==> src/rtl/vote_button_control.sv <==
// -----------------------------------------------------------------------------
// vote_button_control
// Front-end stage for the vote logger. Conditions four raw candidate buttons
// (2-flop synchroniser, counter debounce, rising-edge detect) and enforces one
// vote per armed ballot, emitting clean single-cycle cand*_vote_valid pulses.
//
// Ports
//   clock            in  system clock, all logic on posedge
//   reset_n          in  asynchronous active-low reset
//   mode             in  0 = voting, 1 = result display (ballots disabled)
//   arm              in  official ballot-enable level; a 0->1 edge arms
//   btn1..btn4       in  raw asynchronous candidate buttons, active-high
//   cand1..4_vote_valid out  one-cycle vote pulse per candidate
//   ballot_ready     out high while armed and awaiting a vote
//   vote_cast_led    out high from the vote pulse until all buttons released
//   conflict_err     out one-cycle pulse on simultaneous presses while armed
// -----------------------------------------------------------------------------
module vote_button_control #(
  parameter int unsigned DEBOUNCE_CYCLES = 4,
  parameter int unsigned CNT_W           = 20
) (
  input  logic clock,
  input  logic reset_n,
  input  logic mode,
  input  logic arm,
  input  logic btn1,
  input  logic btn2,
  input  logic btn3,
  input  logic btn4,
  output logic cand1_vote_valid,
  output logic cand2_vote_valid,
  output logic cand3_vote_valid,
  output logic cand4_vote_valid,
  output logic ballot_ready,
  output logic vote_cast_led,
  output logic conflict_err
);

  localparam int unsigned NB = 4;

  typedef enum logic [1:0] {
    S_IDLE    = 2'd0,
    S_ARMED   = 2'd1,
    S_CAST    = 2'd2,
    S_RELEASE = 2'd3
  } state_t;

  logic [NB-1:0]    w_btn_raw;
  logic [NB-1:0]    r_sync1;
  logic [NB-1:0]    r_sync2;
  logic [NB-1:0]    r_deb;
  logic [NB-1:0]    r_deb_d;
  logic [CNT_W-1:0] r_cnt [NB];
  logic             r_arm_d;

  logic [NB-1:0]    w_press;
  logic             w_arm_rise;
  logic             w_one_press;
  logic             w_multi_press;

  state_t           r_state;
  state_t           w_next;
  logic [NB-1:0]    r_valid;
  logic [NB-1:0]    w_valid_next;
  logic             r_ready;
  logic             w_ready_next;
  logic             r_led;
  logic             w_led_next;
  logic             r_conf;
  logic             w_conf_next;

  assign w_btn_raw = {btn4, btn3, btn2, btn1};

  // Two-flop synchroniser for the asynchronous buttons
  always_ff @(posedge clock or negedge reset_n) begin
    if (!reset_n) begin
      r_sync1 <= '0;
      r_sync2 <= '0;
    end else begin
      r_sync1 <= w_btn_raw;
      r_sync2 <= r_sync1;
    end
  end

  // Debounce: count cycles of disagreement; accept the new level once the
  // counter has reached DEBOUNCE_CYCLES and the input still disagrees.
  always_ff @(posedge clock or negedge reset_n) begin
    if (!reset_n) begin
      r_deb   <= '0;
      r_deb_d <= '0;
      for (int k = 0; k < int'(NB); k++) begin
        r_cnt[k] <= '0;
      end
    end else begin
      r_deb_d <= r_deb;
      for (int k = 0; k < int'(NB); k++) begin
        if (r_sync2[k] == r_deb[k]) begin
          r_cnt[k] <= '0;
        end else if (r_cnt[k] == CNT_W'(DEBOUNCE_CYCLES)) begin
          r_deb[k] <= r_sync2[k];
          r_cnt[k] <= '0;
        end else begin
          r_cnt[k] <= r_cnt[k] + CNT_W'(1);
        end
      end
    end
  end

  // Arm edge detector
  always_ff @(posedge clock or negedge reset_n) begin
    if (!reset_n) begin
      r_arm_d <= 1'b0;
    end else begin
      r_arm_d <= arm;
    end
  end

  assign w_press       = r_deb & ~r_deb_d;
  assign w_arm_rise    = arm & ~r_arm_d;
  // Clearing the lowest set bit leaves zero only when at most one bit is set
  assign w_multi_press = (w_press & (w_press - NB'(1))) != '0;
  assign w_one_press   = (w_press != '0) && !w_multi_press;

  // State and registered outputs
  always_ff @(posedge clock or negedge reset_n) begin
    if (!reset_n) begin
      r_state <= S_IDLE;
      r_valid <= '0;
      r_ready <= 1'b0;
      r_led   <= 1'b0;
      r_conf  <= 1'b0;
    end else begin
      r_state <= w_next;
      r_valid <= w_valid_next;
      r_ready <= w_ready_next;
      r_led   <= w_led_next;
      r_conf  <= w_conf_next;
    end
  end

  // Ballot FSM; r_valid holds the one-hot candidate latched on the cast edge
  always_comb begin
    w_next       = r_state;
    w_valid_next = '0;
    w_conf_next  = 1'b0;
    case (r_state)
      S_IDLE: begin
        if (w_arm_rise && !mode) w_next = S_ARMED;
      end
      S_ARMED: begin
        if (mode) begin
          w_next = S_IDLE;
        end else if (w_one_press) begin
          w_next       = S_CAST;
          w_valid_next = w_press;
        end else if (w_multi_press) begin
          w_conf_next = 1'b1;
        end
      end
      S_CAST: begin
        w_next = S_RELEASE;
      end
      S_RELEASE: begin
        if (r_deb == '0) w_next = S_IDLE;
      end
      default: w_next = S_IDLE;
    endcase
    w_ready_next = (w_next == S_ARMED);
    w_led_next   = (w_next == S_CAST) || (w_next == S_RELEASE);
  end

  assign cand1_vote_valid = r_valid[0];
  assign cand2_vote_valid = r_valid[1];
  assign cand3_vote_valid = r_valid[2];
  assign cand4_vote_valid = r_valid[3];
  assign ballot_ready     = r_ready;
  assign vote_cast_led    = r_led;
  assign conflict_err     = r_conf;

endmodule

==> config.mk <==
export PLATFORM = sky130hd
export DESIGN_NAME = vote_button_control
export DESIGN_NICKNAME = d
export VERILOG_FILES = /design/src/rtl/vote_button_control.sv
export SDC_FILE = /design/constraint.sdc
export NUM_CORES = 1
export LEC_CHECK = 0
export ABC_AREA = 1
export BUFFER_PORTS_ARGS = -buffer_cell sky130_fd_sc_hd__buf_2
export CORE_MARGIN = 2
export CORE_UTILIZATION = 62
export DETAILED_ROUTE_END_ITERATION = 10
export HOLD_SLACK_MARGIN = 0.08
export PLACE_DENSITY = 0.75
export SYNTH_ARGS = -nofsm -noshare
export SYNTH_HDL_FRONTEND = slang
export SYNTH_SLANG_ARGS = --single-unit
export TNS_END_PERCENT = 20
==> constraint.sdc <==
create_clock -name clock -period 1.65 [get_ports clock]
set_input_delay 0.165 -clock clock [delete_from_list [all_inputs] [get_ports clock]]
set_output_delay 0.165 -clock clock [all_outputs]
set_load 0.02 [all_outputs]
; ---- After elaboration in Yosys (flattened, before gate mapping)
; Index checks and enable logic that the tools add are counted.
[word_totals]
regBits = 106
input_bits = 8
output_inout_bits = 7
word_cells = 78
[op_classes]
add_sub_neg = 5
n_eq_ne = 14
muxes = 20
bitwise_logic = 9
reduce_logical = 13
[op_table]
columns = op, n
row1 = two-way mux 20 bit, 8
row2 = "adder 20 x 1 -> 20 bit, second input constant", 4
row3 = "equality test 20 x 3 -> 1 bit, second input constant", 4
row4 = two-way mux 4 bit, 3
row5 = bitwise AND 4 bit, 2
row6 = "equality test 2 bit, second input constant", 4
row7 = two-way mux 2 bit, 4
row8 = case mux 2 bit (4 select lines), 1
row9 = AND reduction 2 bit, 4
row10 = nonzero test 4 bit, 2
row11 = NOT 1 bit, 5
row12 = equality test 1 bit, 4
row13 = "equality test 2 x 1 -> 1 bit, second input constant", 2
row14 = zero test 4 bit, 1
row15 = two-way mux 1 bit, 4
row16 = NOT 4 bit, 1
row17 = "subtractor 4 x 1 -> 4 bit, second input constant", 1
row18 = logical AND 1 bit, 2
row19 = zero test 1 bit, 2
row20 = zero test 2 bit, 1
row21 = bitwise AND 1 bit, 1
row22 = logical OR 1 bit, 1

; ---- Longest topological paths before layout
; Gate-level depths: netlist (run 1).
[depth]
ltp_word = 12
depth_mapped = 10
depth_no_buf = 10

; ---- Least setup slack after synthesis (run 1)
; No wires, ideal clock.
[synth_timing]
kind = register to register
from = register r_cnt[20] (netlist bit)
to = register r_cnt[36] (netlist bit)
setup_time_ps = 132
t_arrival_ps = 1250
t_required_ps = 1518
path_slack_ps = 269
path_stages_with_launch = 9
n_path_buf = 0
period_less_slack_ps = 1381
path_cell_list = dfrtp_1 -> ha_1 -> nand3_1 -> inv_1 -> nand2_1 -> inv_1 -> nand3_1 -> xor2_1 -> nor2_1
[synth_via]
elab_chain_len = 3
elab_cells_between_ends = 4
cone_classes = add/sub: 1 / eq/ne: 1 / mux: 2
[synth_rtl]
columns = element, line
row1 = "start, declared", 53  ; logic [CNT_W-1:0] r_cnt [NB];
row2 = "start signal, assigned by index", 103  ; r_cnt[k] <= r_cnt[k] + CNT_W'(1);
row3 = adder 20 x 1 -> 20 bit or equality test 20 x 3 -> 1 bit (tied branches), "103, 99"
row4 = two-way mux 20 bit *, 99  ; end else if (r_cnt[k] == CNT_W'(DEBOUNCE_CYCLES)) begin
row5 = two-way mux 20 bit *, 97  ; if (r_sync2[k] == r_deb[k]) begin
; Mark *: on every way between the ends. The rest lies on a longest branch, timed or not.
; A chain may end at the register's enable or synchronous reset.

; ---- Worst setup path in the final report (run 1)
[layout_timing]
from = register r_cnt[0] (netlist bit)
to = register r_cnt[18] (netlist bit)
; Same word-level chain as after synthesis.

==> key figures, run 1 <==
Outcome
  • Status: finished, final reports clean

Layout
  • Diodes inserted: 0
  • Final Instance Area: 0.00601 mm^2
  • Area delta synth->final: 9.68%
  • Fraction of layout cells with a size suffix above 1: 10.1%
  • Fin util: 69.6%
  • Layout Nets: 727

Placement
  • Post-DP Area: 0.00571 mm^2
  • IO Port Bufs: 14
  • GP Congestion: 0.918
  • Post-DP HPWL: 7.91 mm

GRT
  • Total GRT Usage: 24.1%
  • Initial antenna violation count: 0
  • Number of global-route vias before repair: 4,297
  • GR Overflow Total: 0
  • Largest net degree at the start of global routing: 48
  • First-pass GRT wire length: 19.3 mm

Die
  • FP Rows: 34
  • I/O pin total: 15
  • Die W: 98.0 um
  • Die Y: 98.0 um
  • Starting Density: 63.4%
  • Core Area: 0.00864 mm^2
  • Die area: 0.00960 mm^2

Critical path
  • R2R Path End: r_cnt[18]
  • R2R Path Start: r_cnt[0]
  • Setup crit start: r_cnt[0]
  • Data required time of the worst path: 1.91 ns
  • Crit end category: flip-flop
  • CP Launch Type: flip-flop
  • Worst Path Arrival: 1.80 ns
  • Crit-path max FO: 5
  • Setup slack, reg-to-reg: 0.11 ns
  • WS Path Type: flip-flop to flip-flop
  • Critical Path Sink: r_cnt[18]
  • Reg2reg path depth: 6

STA
  • Hold Fails Final Rpt: 0
  • Sum of negative setup slack: 0 ns
  • Highest clock rate: 648 MHz
  • Worst Skew: 0.0115 ns
  • Final min period: 1.54 ns
  • RSZ-0062 raised after global routing: true
  • Worst Tran Pin Value: 0.504 ns
  • Slew headroom: 66.4%
  • Final count of pins violating max slew: 0
  • Final setup fails: 0
  • Final Cycle Share: 93.5%

Drt
  • Antenna Violating Nets Remaining: 0
  • Routed WL per cell: 13.0 um
  • Final WL: 10.7 mm
  • 1st-iter DRT viols: 209
  • Via density: 5.35
  • Detailed Routing Iterations Pass 1: 5
  • DR DRC count: 0
  • DR vias: 4,412

CTS
  • Clk sinks: 105
  • Clock slew at the register clock pins of the worst setup and hold paths: 0.09 ns
  • Clk root buf: clkbuf_8
  • Setup Fix Bufs, Post-CTS: 0
  • H-Tree Depth: 3
  • CTS tree: done
  • CTS buffer count: 9
  • CTS Buffer Depth: 2
  • Clock Latency Late Sink: 0.36 ns

Logic synthesis
  • Syn avg cell area: 8.02 um^2
  • Synth Warn #: 0
  • Main area contributors after synthesis: dfrtp_1 48%, nor2_1 10%, nand2_1 8.6%, xor2_1 6.7%, inv_1 5.6%
  • Number of synthesized register bits: 105
  • Post-synthesis cell count: 683
  • Post-synthesis sequential area ratio: 48.0%
  • Syn Nets: 699
  • Cell area after synthesis: 0.00548 mm^2
  • Post-synth EDFFs: 0
  • Count leader, synth: nor2_1
  • Async SR Flop Fraction: 100%
  • Yosys top cell by area: dfrtp_1
  • Synth unique cells: 30
  • Post-synth top area share: 48.0%
  • Top cells by count, synth: 152 x nor2_1, 126 x nand2_1, 105 x dfrtp_1
  • Prevailing post-synth register cell: dfrtp_1

Power and ir drop
  • Power consumption: 0.00628 W
  • Pwr dens: 1040 mW/mm^2
  • Leakage power: 2.76 nW
  • Max IR drop VDD: 0.765 mV

Job
  • Maxcap violations: 0

Min path
  • HP Class: input port to flip-flop
## power by group
| part | total (W) | switching [W] | leakage, nW | internal, W |
|---|---|---|---|---|
| logic | 0.00145 | 0.00101 | 1.24 | 0.000438 |
| registers | 0.00309 | 0.000249 | 1.41 | 0.00284 |
| clock network | 0.00174 | 0.000867 | 0.105 | 0.000868 |
| total | 0.00628 | 0.00213 | 2.76 | 0.00415 |
## worst max-delay path, cell delays in order (launching register included)
cell and delay (ns):
dfrtp_1 0.42, ha_1 0.20, nand3_1 0.19, nor3_2 0.30
nand4_1 0.17, nand3_1 0.12, nor2_1 0.05
## through the flow
stage / hold slack, ns / setup slack [ns] / instances
floorplan: -0.131 / 0.269 / 683
global placement: 0.0857 / 0.194 / 802
detailed placement: 0.0871 / 0.122 / 802
CTS: 0.107 / 0.0844 / 824
global route: 0.130 / -0.0187 / 824
finish: 0.137 / 0.108 / 824
## worst min path at each step
stage,from,end,cells after the start
final,mode,conflict_err,4
after global routing,mode,conflict_err,4
after CTS,mode,conflict_err,4
after detailed placement,reset_n,r_cnt[45],1
after global placement,reset_n,r_cnt[44],1
after floorplan,reset_n,ballot_ready,0
## flip-flops by register name, summed over array words and instances, names as in the netlist
name,flops
r_arm_d,1
r_deb_d,4
r_valid,4
vote_cast_led,1
ballot_ready,1
r_deb,4
r_sync1,4
r_state,1
r_cnt,80
r_sync2,4
conflict_err,1
## cell type report
type	count	area [um^2]
repair buffers	22	173
fillers	703	2630
multi-input cells	485	2520
flip-flops and latches	105	2630
well taps	108	135
clock inverters	5	85.1
inverters	88	330
clock buffers	11	131
## cell usage in the layout, fill, tap and decap left out, drive strengths merged, types with 8 or more instances in the layout
| cell | n |
|---|---|
| nor2 | 163 |
| inv | 89 |
| clkbuf | 11 |
| xor2 | 42 |
| nand3 | 38 |
| dfrtp | 105 |
| ha | 8 |
| buf | 16 |
| nor3 | 35 |
| a21oi | 10 |
| nand2 | 132 |
| nand4 | 32 |
## routing by layer
metal | vias to the layer above | track usage, % | share of wire [%]
met5 | - | 0 | 0
met1 | 2110 | 33.0 | 47
li1 | 2216 | - | -
met3 | 8 | 4.87 | 3.6
met2 | 78 | 40.0 | 48
met4 | 0 | 5.88 | 0.85
## cells by family (layout without fill, tap and decap cells)
kind of cell,count (synthesis),after routing,synth area share (%)
adder cells (fa/ha/maj),8,8,1.83
AO/OA/AOI/OAI,22,22,2.17
XOR/XNOR,46,46,7.35
flip-flops,105,105,48.0
buffers and inverters,93,126,6.39
AND/OR/NAND/NOR,409,409,34.3
## timing repair
| item | CTS | global route |
|---|---|---|
| gates resized for setup | 0 | 9 |
| endpoints found under the hold margin | 110 | 0 |
| hold buffers | 6 | 0 |
| setup endpoints to repair | 0 | 10 |
Power figures use the tool's default switching activity.
==> run 2, diff against run 1 <==
SETUP_SLACK_MARGIN = 0.15   (was default)
==> key figures, run 2 (synthesis gave the netlist of run 1 again) <==
Layout
  • Fin util: 71.5% (+2.0 points)
  • Commonest cells after routing, fill and taps aside: 148 x nor2_1, 125 x nand2_1, 100 x dfrtp_1
  • Biggest register: r_cnt
  • Diodes inserted: 0 (unchanged)
  • Most common cell after layout, fill and taps aside: nor2_1
  • Fraction of layout cells with a size suffix above 1: 12.7% (+2.6 points)
  • Area delta synth->final: 12.8%
  • Max FFs per register: 80 (unchanged)
  • Layout Nets: 737 (+1.4%)

Critical path
  • Crit-path max FO: 4 (-1)
  • R2R Path Start: r_cnt[21]
  • Data required time of the worst path: 1.91 ns (about the same)
  • Setup slack, reg-to-reg: 0.17 ns (+0.07 ns)
  • Worst Path Arrival: 1.74 ns (-0.06 ns)
  • Critical Path Sink: r_cnt[38]
  • Crit end category: flip-flop
  • R2R Path End: r_cnt[38]
  • Setup crit start: r_cnt[21]
  • CP Launch Type: flip-flop
  • Reg2reg path depth: 7 (+1)
  • WS Path Type: flip-flop to flip-flop

GRT
  • First-pass GRT wire length: 19.4 mm (+0.79%)
  • Number of global-route vias before repair: 4,352 (+1.3%)
  • Total GRT Usage: 24.3% (+0.17 points)
  • Largest net degree at the start of global routing: 48 (unchanged)
  • GR Overflow Total: 0 (unchanged)
  • Initial antenna violation count: 0 (unchanged)

STA
  • RSZ-0062 raised after global routing: true
  • Worst Tran Pin Value: 0.498 ns (-0.00590 ns)
  • Worst Skew: 0.0123 ns (+0.000818 ns)
  • Hold Fails Final Rpt: 0 (unchanged)
  • Sum of negative setup slack: 0 ns (unchanged)
  • Final min period: 1.48 ns (-0.0670 ns)
  • Slew headroom: 66.8% (+0.39 points)
  • Worst Setup Slack, final: 0.175 ns (+0.0670 ns)
  • Final count of pins violating max slew: 0 (unchanged)
  • Final setup fails: 0 (unchanged)
  • Final Cycle Share: 89.4% (-4.1 points)
  • Highest clock rate: 678 MHz (+4.5%)

Drt
  • DR DRC count: 0 (unchanged)
  • Detailed Routing Iterations Pass 1: 5 (unchanged)
  • Routed WL per cell: 13.3 um (+2.8%)
  • Via density: 5.39 (+0.66%)
  • Antenna Violating Nets Remaining: 0 (unchanged)
  • DR vias: 4,495 (+1.9%)
  • 1st-iter DRT viols: 228 (+9.1%)
  • Final WL: 11.1 mm (+4.1%)

Die
  • Die Y: 98.0 um (unchanged)
  • Core Area: 0.00864 mm^2 (unchanged)
  • FP Rows: 34 (unchanged)
  • Starting Density: 63.4% (unchanged)
  • I/O pin total: 15 (unchanged)
  • Die W: 98.0 um (unchanged)
  • Die area: 0.00960 mm^2 (unchanged)

Placement
  • Worst slack, placed: 0.122 ns (unchanged)
  • IO Port Bufs: 14 (unchanged)
  • GP Congestion: 0.918 (unchanged)
  • Post-DP HPWL: 7.91 mm (unchanged)

Power and ir drop
  • Max IR drop VDD: 0.733 mV (-4.2%)
  • Leakage power: 2.83 nW (+2.8%)
  • Pwr dens: 1040 mW/mm^2 (-0.65%)

CTS
  • Clk root buf: clkbuf_8
  • Clock slew at the register clock pins of the worst setup and hold paths: 0.10 ns (about the same)
  • H-Tree Depth: 3 (unchanged)
  • Clk sinks: 105 (unchanged)
  • Clock Latency Late Sink: 0.36 ns (about the same)
  • CTS tree: done
  • CTS Buffer Depth: 2 (unchanged)
  • CTS buffer count: 9 (unchanged)

Outcome
  • Status: finished, final reports clean

Job
  • Maxcap violations: 0 (unchanged)

Min path
  • HP Class: input port to flip-flop
  • Hold Crit Depth: 4 (unchanged)
[run 2: cell count changes in the layout (fill, tap and decap cells not counted), sizes merged]
cell	previous run	this run
buf	16	26
[run 2: power by group]
| group | switching, W | internal, W |
|---|---|---|
| clock | 0.000872 | 0.000868 |
| sequential | 0.000267 | 0.00284 |
| combinational | 0.00105 | 0.000514 |
| total | 0.00219 | 0.00423 |
[run 2: worst max-delay path, cell delays in order, from the launching register on]
cell	delay [ns]
dfrtp_1	0.40
ha_2	0.22
nand3_2	0.12
nor3_2	0.26
buf_4	0.15
nand4_1	0.07
nand3_1	0.10
nor2_1	0.05
[run 2: stage by stage]
stage	instance area (um^2)	cells	total power [W]	hold slack [ns]
floorplan	5480	683	0.00417	-0.131
global placement	5710	802	0.00452	0.0857
detailed placement	5710	802	0.00458	0.0871
CTS	6010	827	0.00636	0.107
global route	6180	834	0.00684	0.130
finish	6180	834	0.00641	0.130
[run 2: area by class of cell]
| class | count | area, um^2 |
|---|---|---|
| Clock inverter | 5 | 85.1 |
| Fill cell | 678 | 2460 |
| Inverter | 88 | 330 |
| Multi-Input combinational cell | 485 | 2620 |
| Sequential cell | 105 | 2630 |
| Clock buffer | 11 | 131 |
| Timing Repair Buffer | 32 | 248 |
| Tap cell | 108 | 135 |
[run 2: worst min path at each step]
| stage | slack, ns | start | to |
|---|---|---|---|
| after CTS | 0.11 | mode | conflict_err |
| after global placement | 0.09 | reset_n | r_cnt[44] |
| after global routing | 0.13 | mode | conflict_err |
| after floorplan | -0.13 | reset_n | ballot_ready |
| final | 0.13 | mode | conflict_err |
| after detailed placement | 0.09 | reset_n | r_cnt[45] |
[run 2: routing by layer]
metal / GRT usage (%) / vias up / wire length (um)
li1: - / 2235 / -
met1: 33.0 / 2147 / 5110
met2: 40.4 / 96 / 5430
met3: 4.94 / 17 / 434
met4: 6.09 / 0 / 149
met5: 0 / - / 0
[run 2: what timing repair did]
| action | CTS | global route |
|---|---|---|
| hold endpoints to repair | 110 | 0 |
| buffers inserted | 3 | 7 |
| pin swaps | 1 | 4 |
| resized for setup | 0 | 30 |
| endpoints found under the setup margin | 8 | 42 |
| hold buffers | 6 | 0 |
